[src/rtl/data_mem_arbiter_pkg.sv]
// Shared types and defaults for the data memory arbiter.
package data_mem_arbiter_pkg;

  typedef enum logic [1:0] {
    OWN_NONE = 2'b00,
    OWN_P0   = 2'b01,
    OWN_P1   = 2'b10
  } owner_e;

  localparam int DEF_ADDR_W = 16;
  localparam int DEF_DATA_W = 16;

endpackage

[src/rtl/data_mem_arbiter_rr_pick2.sv]
// Two-way round-robin select; a locked owner that is still requesting wins outright.
module rr_pick2
  import data_mem_arbiter_pkg::*;
(
  input  logic   req0,
  input  logic   req1,
  input  owner_e owner,
  input  logic   last,   // 1 = port 1 was granted last
  output logic   pick0,
  output logic   pick1
);

  // Lock override first, then the single requester, then the port that was not served last.
  always_comb begin
    pick0 = 1'b0;
    pick1 = 1'b0;
    if (owner == OWN_P0 && req0) begin
      pick0 = 1'b1;
    end else if (owner == OWN_P1 && req1) begin
      pick1 = 1'b1;
    end else if (req0 && req1) begin
      pick0 = last;
      pick1 = !last;
    end else begin
      pick0 = req0;
      pick1 = req1;
    end
  end

endmodule

[src/rtl/data_mem_arbiter.sv]
// Shares a single-port data memory between the core load/store path (port 0)
// and the DMA/debug loader (port 1), with round robin and bounded burst lock.
//
// state    | meaning
// OWN_NONE | no lock held, round robin decides
// OWN_P0   | port 0 holds a burst lock
// OWN_P1   | port 1 holds a burst lock
module data_mem_arbiter
  import data_mem_arbiter_pkg::*;
#(
  parameter int ADDR_W    = DEF_ADDR_W,
  parameter int DATA_W    = DEF_DATA_W,
  parameter int MAX_BURST = 4,
  parameter bit CORE_PRIO = 1'b1
) (
  input  logic              clk,
  input  logic              rst_n,
  input  logic              req0,
  input  logic              req1,
  input  logic              we0,
  input  logic              we1,
  input  logic              lock0,
  input  logic              lock1,
  input  logic [ADDR_W-1:0] addr0,
  input  logic [ADDR_W-1:0] addr1,
  input  logic [DATA_W-1:0] wdata0,
  input  logic [DATA_W-1:0] wdata1,
  output logic              gnt0,
  output logic              gnt1,
  output logic [DATA_W-1:0] rdata0,
  output logic [DATA_W-1:0] rdata1,
  output logic              rvalid0,
  output logic              rvalid1,
  output logic [ADDR_W-1:0] mem_access_addr,
  output logic [DATA_W-1:0] mem_write_data,
  output logic              mem_write_en,
  output logic              mem_read,
  input  logic [DATA_W-1:0] mem_read_data,
  output logic              busy
);

  localparam int CNT_W = (MAX_BURST < 2) ? 1 : $clog2(MAX_BURST + 1);
  localparam logic [CNT_W-1:0] MAX_CNT = CNT_W'(MAX_BURST);

  owner_e           owner_q, owner_d;
  logic             last_q, last_d;
  logic [CNT_W-1:0] cnt_q, cnt_d, cnt_inc;
  logic             pick0, pick1;
  logic             lock_w;

  rr_pick2 u_pick (
    .req0  (req0),
    .req1  (req1),
    .owner (owner_q),
    .last  (last_q),
    .pick0 (pick0),
    .pick1 (pick1)
  );

  // Grants are forced low while reset is asserted so the memory sees no access.
  always_comb begin
    gnt0 = pick0 & rst_n;
    gnt1 = pick1 & rst_n;
  end

  // Steer the winner onto the shared memory bus; idle bus is all zero.
  always_comb begin
    mem_access_addr = '0;
    mem_write_data  = '0;
    mem_write_en    = 1'b0;
    mem_read        = 1'b0;
    if (gnt0) begin
      mem_access_addr = addr0;
      mem_write_data  = wdata0;
      mem_write_en    = we0;
      mem_read        = !we0;
    end else if (gnt1) begin
      mem_access_addr = addr1;
      mem_write_data  = wdata1;
      mem_write_en    = we1;
      mem_read        = !we1;
    end
  end

  // Ownership/burst bookkeeping; no grant means any lock holder dropped its request.
  always_comb begin
    owner_d = owner_q;
    last_d  = last_q;
    cnt_d   = cnt_q;
    cnt_inc = cnt_q + 1'b1;
    lock_w  = gnt0 ? lock0 : lock1;
    if (gnt0 || gnt1) begin
      last_d = gnt1;
      if (lock_w && (cnt_inc < MAX_CNT)) begin
        owner_d = gnt0 ? OWN_P0 : OWN_P1;
        cnt_d   = cnt_inc;
      end else begin
        owner_d = OWN_NONE;
        cnt_d   = '0;
      end
    end else begin
      owner_d = OWN_NONE;
      cnt_d   = '0;
    end
  end

  // Arbitration state register.
  always_ff @(posedge clk or negedge rst_n) begin
    if (!rst_n) begin
      owner_q <= OWN_NONE;
      last_q  <= CORE_PRIO;
      cnt_q   <= '0;
    end else begin
      owner_q <= owner_d;
      last_q  <= last_d;
      cnt_q   <= cnt_d;
    end
  end

  // Capture read data at the end of a read grant; rvalid pulses the cycle after.
  always_ff @(posedge clk or negedge rst_n) begin
    if (!rst_n) begin
      rdata0  <= '0;
      rdata1  <= '0;
      rvalid0 <= 1'b0;
      rvalid1 <= 1'b0;
    end else begin
      rvalid0 <= gnt0 && !we0;
      rvalid1 <= gnt1 && !we1;
      if (gnt0 && !we0) rdata0 <= mem_read_data;
      if (gnt1 && !we1) rdata1 <= mem_read_data;
    end
  end

  always_comb busy = (owner_q != OWN_NONE);

endmodule

[config.mk]
export PLATFORM = sky130hd
export DESIGN_NAME = data_mem_arbiter
export DESIGN_NICKNAME = d
export VERILOG_FILES = /design/src/rtl/data_mem_arbiter_pkg.sv /design/src/rtl/data_mem_arbiter_rr_pick2.sv /design/src/rtl/data_mem_arbiter.sv
export SDC_FILE = /design/constraint.sdc
export NUM_CORES = 1
export LEC_CHECK = 0
export BUFFER_PORTS_ARGS = -buffer_cell sky130_fd_sc_hd__buf_4
export CAP_MARGIN = 10
export CORE_ASPECT_RATIO = 1.4
export CORE_MARGIN = 2
export CORE_UTILIZATION = 41
export DETAILED_ROUTE_END_ITERATION = 8
export HOLD_SLACK_MARGIN = 0.12
export PLACE_DENSITY = 0.9
export RECOVER_POWER = 25
export SYNTH_ARGS = -nofsm -noshare
export SYNTH_HDL_FRONTEND = slang
export SYNTH_SLANG_ARGS = --single-unit
[constraint.sdc]
create_clock -name clk -period 3.2 [get_ports clk]
set_clock_uncertainty 0.2 [all_clocks]
set_input_delay 0.64 -clock clk [delete_from_list [all_inputs] [get_ports clk]]
set_output_delay 0.64 -clock clk [all_outputs]
set_load 0.01 [all_outputs]
==> flow_summary.toml, run 1 <==
[run_status]
status = "finished, final reports clean"

[die]
die_y_microns = 84.80
rows = 29
coreArea_sq_um = 4499
die_x_microns = 61.71
start_util = 0.4249
pin_count = 159
dieArea_sq_um = 5233

[worst_setup_path]
worstPathCellList = "dlygate4sd3_1, buf_4, nand2_1, a311oi_4, buf_4, a22o_1, buf_4"
crit_path_top_delay_cell = "dlygate4sd3_1"
cp_slowest_stage_delay_ps = 540
crit_arrival_ps = 2260
crit_path_end_kind = "primary output"
crit_fanout = 9
path_buf_inv = 4
crit_top_cell = "buf_4"
crit_required_ps = 2360
cpLargestDelayFamily = "buffers and inverters"
cp-startpoint = "rst_n"
crit_type = "in2out"
crit_path_start_kind = "primary input"
regToRegStartpoint = "owner_q[0]$_DFF_PN0_"

[hold_path]
hp-class = "reg2reg"
min_from = "cnt_q[0]$_DFF_PN0_"

[placement]
dpl.hpwl_microns = 4840
postPlaceCellArea_sq_um = 3178
routabilityCongestion = 0.8141
port_buffers = 158
dp_slack_ps = 432.6

[synthesis]
post_synth.cell_area_avg_sq_um = 13.37
ys_seq_elements = 40
yosysSeqAreaShare = 0.5242
netlist-cell-type-count = 27
yosysWarnings = 0
yosysTopAreaCellShare = 0.5105
syn-cell-area_sq_um = 1912
syn_inst = 143
synth_fp_nets = 232
synth_largest_area_cell = "dfrtp_1"
ys_top_cells_by_area = "dfrtp_1 51%, a22o_1 15%, mux2_1 10%"

[detailed_routing]
drtIter0Drc = 14
vias_per_cell = 4.984
routed-via-count = 1839
dr.pass1.iters = 4
wl_per_cell_microns = 15.99
ant_nets = 0
drc = 0
wirelength_microns = 5900

[timing]
setup_ws_ps = 100.0
slew_violations = 0
rsz0062_at_grt = "no"
post-route-period-util = 0.9687
setup_violations = 0
worst_pin_slew_ps = 906.9
fin_crit_ps = 3100
slew_headroom = 0.3954
hold_slack_ps = 252.6
finalHoldViolCount = 0
tns_ps = 0
fmax_ghz = 0.3226

[clock_tree]
cts_tree = "built"
numCtsBuffers = 5
htree_levels = 2
cts.path.max_buffers = 2
path_clk_slew_ps = 70
post_cts_buffers = 0
clockRootBuffer = "clkbuf_8"
insertion_delay_ps = 270
clock_sinks = 40

[cells_and_area]
syn2layout_area_growth_pct = 73.76
fillerInstances = 357
final_layout_size_suffix_gt1_frac = 0.6254
diodes = 0
layout.nets = 396
fin_area_sq_um = 3322

[global_route]
grt_usage = 0.2216
antenna_found_initial = 0
grt_first_pass_wirelength_microns = 8631
grt_pass1_vias = 1925
grt_max_degree = 39
grt-ovfl-total = 0

[power]
peakVddDrop_mv = 0.2399
power_mw = 1.704
powerDensity_nw_per_um2 = 512.9
leakagePower_nw = 1.720

[job]
cap_violations = 0
through the flow:
step | instances | utilization
finish | 369 | 0.7383
global route | 369 | 0.7383
CTS | 369 | 0.7372
detailed placement | 361 | 0.7063
global placement | 361 | 0.7063
floorplan | 143 | -
cells in the mapped netlist, drive strengths merged:
cell type / number
a311oi: 1
nor3: 1
mux2: 32
conb: 1
inv: 2
ha: 1
clkbuf: 6
a211oi: 2
nor2b: 2
xor2: 1
o21ai: 3
nand2b: 3
and3b: 2
a22oi: 1
a22o: 33
a21o: 1
dfstp: 1
nand2: 4
dfrtp: 39
nor2: 1
or2: 1
nor3b: 1
buf: 4
worst register-to-register path, stage by stage (launching register included):
cell and delay, ps:
dfrtp_1 410, nand2b_1 190, a311oi_4 360, buf_6 270
nor2b_1 200, buf_4 230, mux2_1 350
cells in the final DEF (no fill, tap or decap):
master	Yosys	layout
buf_4	1	163
dfrtp_1	39	39
a22o_1	33	33
mux2_1	17	17
mux2_2	15	15
clkbuf_8	0	5
nand2_1	4	4
nand2b_1	3	3
o21ai_0	3	3
and3b_1	2	2
nor2b_1	2	2
inv_1	2	2
bufinv_16	0	2
buf_6	2	2
a311oi_4	1	1
a211oi_4	1	1
xor2_1	1	1
nor2_1	1	1
a22oi_1	1	1
nor3b_1	1	1
nor3_1	1	1
or2_2	1	1
a21o_1	1	1
a211oi_1	1	1
ha_1	1	1
conb_1	1	1
dlygate4sd3_1	0	1
dfstp_2	1	1
clkbuf_2	0	1
state kept, by name, summed over array words and instances (netlist names):
signal	count
cnt_q	3
last_q	1
owner_q	2
rdata0	16
rdata1	16
rvalid0	1
rvalid1	1
repair_timing:
item	in CTS	in global routing
gates resized for setup	0	2
hold buffers	1	0
endpoints found under the setup margin	0	24
endpoints found under the hold margin	2	0
logic make-up (layout without fill, tap and decap cells):
logic type,after synthesis,after routing,synth area share
DFF,40,40,0.5242
other,1,1,0.001961
AOI/OAI and AO/OA,41,41,0.1950
muxes,32,32,0.1885
xor gates and xnor gates,1,1,0.004582
and+or+nand+nor,15,15,0.04516
adders and majority gates,1,1,0.006543
buffers and inverters,12,176,0.03403
where the power goes:
part	leakage, nW	total (mW)	internal [mW]	switching [mW]
logic	1.17	0.567	0.338	0.229
registers	0.485	0.670	0.614	0.0567
clock network	0.0642	0.466	0.307	0.159
path summary, 6_finish.rpt:
check	endpoint	slack, ps	cells after the start
worst max register to register	rdata1[12]$_DFFE_PN0P_	890	6
worst min-delay path	cnt_q[0]$_DFF_PN0_	250	1
min in group asynchronous	owner_q[1]$_DFF_PN0_	510	2
worst min register to register	cnt_q[0]$_DFF_PN0_	250	1
worst max-delay path	mem_write_data[0]	100	7
max in group asynchronous	rdata1[6]$_DFFE_PN0P_	1250	3
final cells by class:
| cell class | count | area (sq um) | area share |
|---|---|---|---|
| clock buffers | 5 | 68.82 | 0.02072 |
| clock inverters | 2 | 60.06 | 0.01808 |
| inverters | 2 | 7.507 | 0.002260 |
| multi-input cells | 91 | 844.6 | 0.2542 |
| flip-flops and latches | 40 | 1002 | 0.3017 |
| well taps | 62 | 77.57 | 0.02335 |
| repair buffers | 167 | 1261 | 0.3797 |
per-layer routing:
layer,global-route usage,wire [microns],vias to the layer above
li1,-,-,861
met1,0.2445,2104,856
met2,0.4096,3188,118
met3,0.04931,558,4
met4,0.05222,48,0
met5,0,0,-
(Power assumes the default switching activity.)
==> inputs of run 2 (changes only) <==
Settings changed: CAP_MARGIN 10 to default, CORE_UTILIZATION 41 to 42, SYNTH_HIERARCHICAL from default to 1.
==> flow_summary.toml, run 2 <==
[run_status]
status = "finished, final reports clean"

[placement]
dp_slack_ps = 171.8
dp.cells = 361
routabilityCongestion = 0.7745
postPlaceCellArea_sq_um = 3181
port_buffers = 158
dpl.hpwl_microns = 5196

[clock_tree]
htree_levels = 2
clock_sinks = 40
cts.path.max_buffers = 2
numCtsBuffers = 5
clockRootBuffer = "clkbuf_8"
cts_tree = "built"
insertion_delay_ps = 290
post_cts_buffers = 0
path_clk_slew_ps = 80

[cells_and_area]
reg_top3 = "rdata0 (16), rdata1 (16), cnt_q (3)"
multi_input_area_sq_um = 858.3
final_common_cell = "buf_4"
utilization = 0.7137
fin_area_sq_um = 3237
final-instance-count-excl-fill = 370
fillerInstances = 372
syn2layout_area_growth_pct = 63.42
final_cell_mix = "131 x buf_4, 39 x dfrtp_1, 32 x a22o_1, 32 x clkbuf_1, 25 x mux2_2"
diodes = 0
layout.nets = 396
final_layout_size_suffix_gt1_frac = 0.5747
ff_latch_area_sq_um = 1002

[power]
leakagePower_nw = 1.662
power_mw = 1.775
powerDensity_nw_per_um2 = 548.5
peakVddDrop_mv = 0.3380

[timing]
setup_ws_ps = 153.8
slew_violations = 0
fin_crit_ps = 3046
fmax_ghz = 0.3283
hold_slack_ps = 250.4
post-route-period-util = 0.9520
rsz0062_at_grt = "no"
finalHoldViolCount = 0
setup_violations = 0
tns_ps = 0

[global_route]
grt-ovfl-total = 0
grt_first_pass_wirelength_microns = 9190
grt_max_degree = 39
antenna_found_initial = 0
grt_pass1_vias = 1895
grt_usage = 0.2437

[die]
rows = 29
die_y_microns = 85.26
die_x_microns = 62.04
coreArea_sq_um = 4536
dieArea_sq_um = 5289
pin_count = 159
start_util = 0.4367

[detailed_routing]
ant_nets = 0
drtIter0Drc = 38
wirelength_microns = 6450
wl_per_cell_microns = 17.43
routed-via-count = 1890
drc = 0
vias_per_cell = 5.108
dr.pass1.iters = 3

[synthesis]
yosysSeqAreaShare = 0.5060
netlist-cell-type-count = 30
yosysWarnings = 6
ys_seq_elements = 40
ys_top_cells_by_area = "dfrtp_1 49%, mux2_2 14%, a22o_1 14%"
synth_top_family_by_area = "multiplexers"
synth_largest_area_cell = "dfrtp_1"
synthMuxAreaShare = 0.1952
post_synth.cell_area_avg_sq_um = 13.47
synth-simple-area-share = 0.04169
syn-cell-area_sq_um = 1981
ys_top_cells_by_count = "39 x dfrtp_1, 32 x a22o_1, 25 x mux2_2"
synth_compound_area_frac = 0.1800
ys.flop_type = "dfrtp_1"
synthAdderAreaFrac = 0.006317
synth_fp_nets = 236
yosysMostFrequentCell = "dfrtp_1"
yosys.area_share.xor_xnor = 0.004422
synth_edf_count = 0
synthArstFlopShare = 1.000
yosysTopAreaCellShare = 0.4927
syn_inst = 147

[worst_setup_path]
crit_required_ps = 2360
crit_arrival_ps = 2210
crit_fanout = 32
crit_path_start_kind = "primary input"
crit_type = "in2out"
crit_path_end_kind = "primary output"

[job]
cap_violations = 0

[hold_path]
hp-class = "reg2reg"
[run 2: path summary, 6_finish.rpt]
| kind | startpoint | slack (ps) | depth (start not counted) | to |
|---|---|---|---|---|
| setup reg to reg | last_q$_DFFE_PN1P_ | 1000 | 6 | rdata0[12]$_DFFE_PN0P_ |
| hold reg to reg | cnt_q[0]$_DFF_PN0_ | 250 | 1 | cnt_q[0]$_DFF_PN0_ |
| hold / removal | cnt_q[0]$_DFF_PN0_ | 250 | 1 | cnt_q[0]$_DFF_PN0_ |
| max in group asynchronous | rst_n | 1580 | 3 | rdata0[7]$_DFFE_PN0P_ |
| setup / recovery | rst_n | 150 | 5 | mem_write_data[2] |
| min in group asynchronous | rst_n | 540 | 2 | owner_q[1]$_DFF_PN0_ |
[run 2: repair_timing]
item,CTS,global route
hold endpoints to repair,2,0
setup endpoints to repair,0,32
resized for setup,0,2
hold buffers,1,0
[run 2: report_power, final]
| part | leakage [nW] | total [mW] | internal [mW] | switching (mW) |
|---|---|---|---|---|
| Combinational | 1.10 | 0.527 | 0.288 | 0.238 |
| Clock | 0.0784 | 0.569 | 0.390 | 0.179 |
| Sequential | 0.485 | 0.680 | 0.618 | 0.0612 |
[run 2: area by class of cell]
| class | instances | share of cell area |
|---|---|---|
| repair buffers | 164 | 0.3440 |
| flip-flops and latches | 40 | 0.3096 |
| inverters | 7 | 0.008118 |
| well taps | 62 | 0.02397 |
| clock buffers | 5 | 0.02126 |
| multi-input cells | 89 | 0.2652 |
| clock inverters | 3 | 0.02783 |
[run 2: kinds of logic after synthesis]
logic type                 count (synthesis)
muxes                                     32
DFF                                       40
xor gates and xnor gates                   1
buffers and inverters                     18
adders and majority gates                  1
other                                      1
AOI/OAI and AO/OA                         42
and+or+nand+nor                           12
[run 2: metal layers]
layer | part of all wire | vias to the layer above | GRT usage
li1 | - | 863 | -
met4 | 0.023 | 0 | 0.09671
met2 | 0.50 | 134 | 0.4138
met5 | 0 | - | 0
met3 | 0.17 | 14 | 0.1296
met1 | 0.31 | 879 | 0.2371
[run 2: critical path, stage by stage]
cell,delay [ps]
dlygate4sd3_1,540
buf_4,190
and3b_4,490
a22o_1,200
buf_4,130
==> inputs of run 3 (changes only) <==
Settings changed: MAX_ROUTING_LAYER from default to met4.
==> flow_summary.toml, run 3 (synthesized netlist as in run 2, its figures left out) <==
[run_status]
status = "finished, final reports clean"

[clock_tree]
insertion_delay_ps = 290
numCtsBuffers = 5
cts.path.max_buffers = 2
htree_levels = 2
cts_tree = "built"
post_cts_buffers = 0
clockRootBuffer = "clkbuf_8"
path_clk_slew_ps = 80
clock_sinks = 40

[worst_setup_path]
path_buf_inv = 3
crit_required_ps = 2360
crit_path_start_kind = "primary input"
crit_path_top_delay_cell = "dlygate4sd3_1"
r2r_slack_ps = 1000
crit_arrival_ps = 2210
worstPathCellList = "dlygate4sd3_1, buf_4, and3b_4, a22o_1, buf_4"
crit_fanout = 32
crit_type = "in2out"
crit_top_cell = "buf_4"
cpLargestDelayFamily = "buffers and inverters"
cp_slowest_stage_delay_ps = 540
crit_path_end_kind = "primary output"

[cells_and_area]
reg_top3 = "rdata0 (16), rdata1 (16), cnt_q (3)"
ff_latch_area_sq_um = 1002
final_cell_mix = "131 x buf_4, 39 x dfrtp_1, 32 x a22o_1, 32 x clkbuf_1, 25 x mux2_2"
utilization = 0.7137
layout.nets = 396
final_layout_size_suffix_gt1_frac = 0.5747
diodes = 0
final_common_cell = "buf_4"
fillerInstances = 372
syn2layout_area_growth_pct = 63.42
multi_input_area_sq_um = 858.3

[detailed_routing]
ant_nets = 0
wirelength_microns = 6463
vias_per_cell = 5.108
drc = 0
routed-via-count = 1890
drtIter0Drc = 40
dr.pass1.iters = 4
wl_per_cell_microns = 17.47

[job]
cap_violations = 0

[timing]
tns_ps = 0
finalHoldViolCount = 0
post-route-period-util = 0.9518
rsz0062_at_grt = "no"
slew_violations = 0
fin_crit_ps = 3046
hold_slack_ps = 250.5
fmax_ghz = 0.3283
setup_violations = 0

[global_route]
grt-ovfl-total = 0
grt_usage = 0.2505
antenna_found_initial = 0
grt_first_pass_wirelength_microns = 9190
grt_pass1_vias = 1900
grt_max_degree = 39

[die]
start_util = 0.4367
pin_count = 159
die_x_microns = 62.04
coreArea_sq_um = 4536
dieArea_sq_um = 5289
die_y_microns = 85.26
rows = 29

[placement]
dpl.hpwl_microns = 5196
port_buffers = 158
routabilityCongestion = 0.7850

[hold_path]
hp-class = "reg2reg"

[power]
peakVddDrop_mv = 0.3393
powerDensity_nw_per_um2 = 549.0
leakagePower_nw = 1.662
[run 3: cell counts in the layout (fill, tap and decap cells not counted)]
No cell type changed its count.
[run 3: area by class of cell]
class / instances / area share
clock inverter: 3 / 0.02783
inverter: 7 / 0.008118
multi-input combinational: 89 / 0.2652
timing repair buffer: 164 / 0.3440
tap: 62 / 0.02397
clock buffer: 5 / 0.02126
sequential: 40 / 0.3096
[run 3: path summary, 6_finish.rpt]
kind | from | to | cells past startpoint
setup / recovery | rst_n | mem_write_data[2] | 5
min in group asynchronous | rst_n | owner_q[0]$_DFF_PN0_ | 2
max in group asynchronous | rst_n | rdata0[7]$_DFFE_PN0P_ | 3
hold / removal | cnt_q[0]$_DFF_PN0_ | cnt_q[0]$_DFF_PN0_ | 1
setup reg to reg | last_q$_DFFE_PN1P_ | rdata0[12]$_DFFE_PN0P_ | 6
hold reg to reg | cnt_q[0]$_DFF_PN0_ | cnt_q[0]$_DFF_PN0_ | 1
[run 3: repair_timing]
action	CTS	global route
hold buffers	1	0
endpoints found under the setup margin	0	32
resized for setup	0	2
hold endpoints to repair	2	0
[run 3: metrics by stage]
step | setup WS, ps | power, mW | area, sq um | cells
CTS | 28.25 | 1.879 | 3349 | 370
floorplan | 324.0 | 0.9448 | 1981 | 147
global placement | 224.2 | 1.283 | 3181 | 361
finish | 154.2 | 1.777 | 3237 | 370
detailed placement | 171.8 | 1.300 | 3181 | 361
global route | 81.69 | 1.865 | 3237 | 370
[run 3: power by group]
part | internal, mW | switching [mW]
clock | 0.390 | 0.181
combinational | 0.288 | 0.238
sequential | 0.618 | 0.0613
[run 3: per-layer routing]
layer,track usage,wire [microns],vias to the layer above,share of wire
met3,0.1159,1032,12,0.16
met2,0.4138,3250,132,0.50
met5,-,0,-,0
li1,-,-,862,-
met1,0.2460,2042,884,0.32
met4,0.09671,137,0,0.021
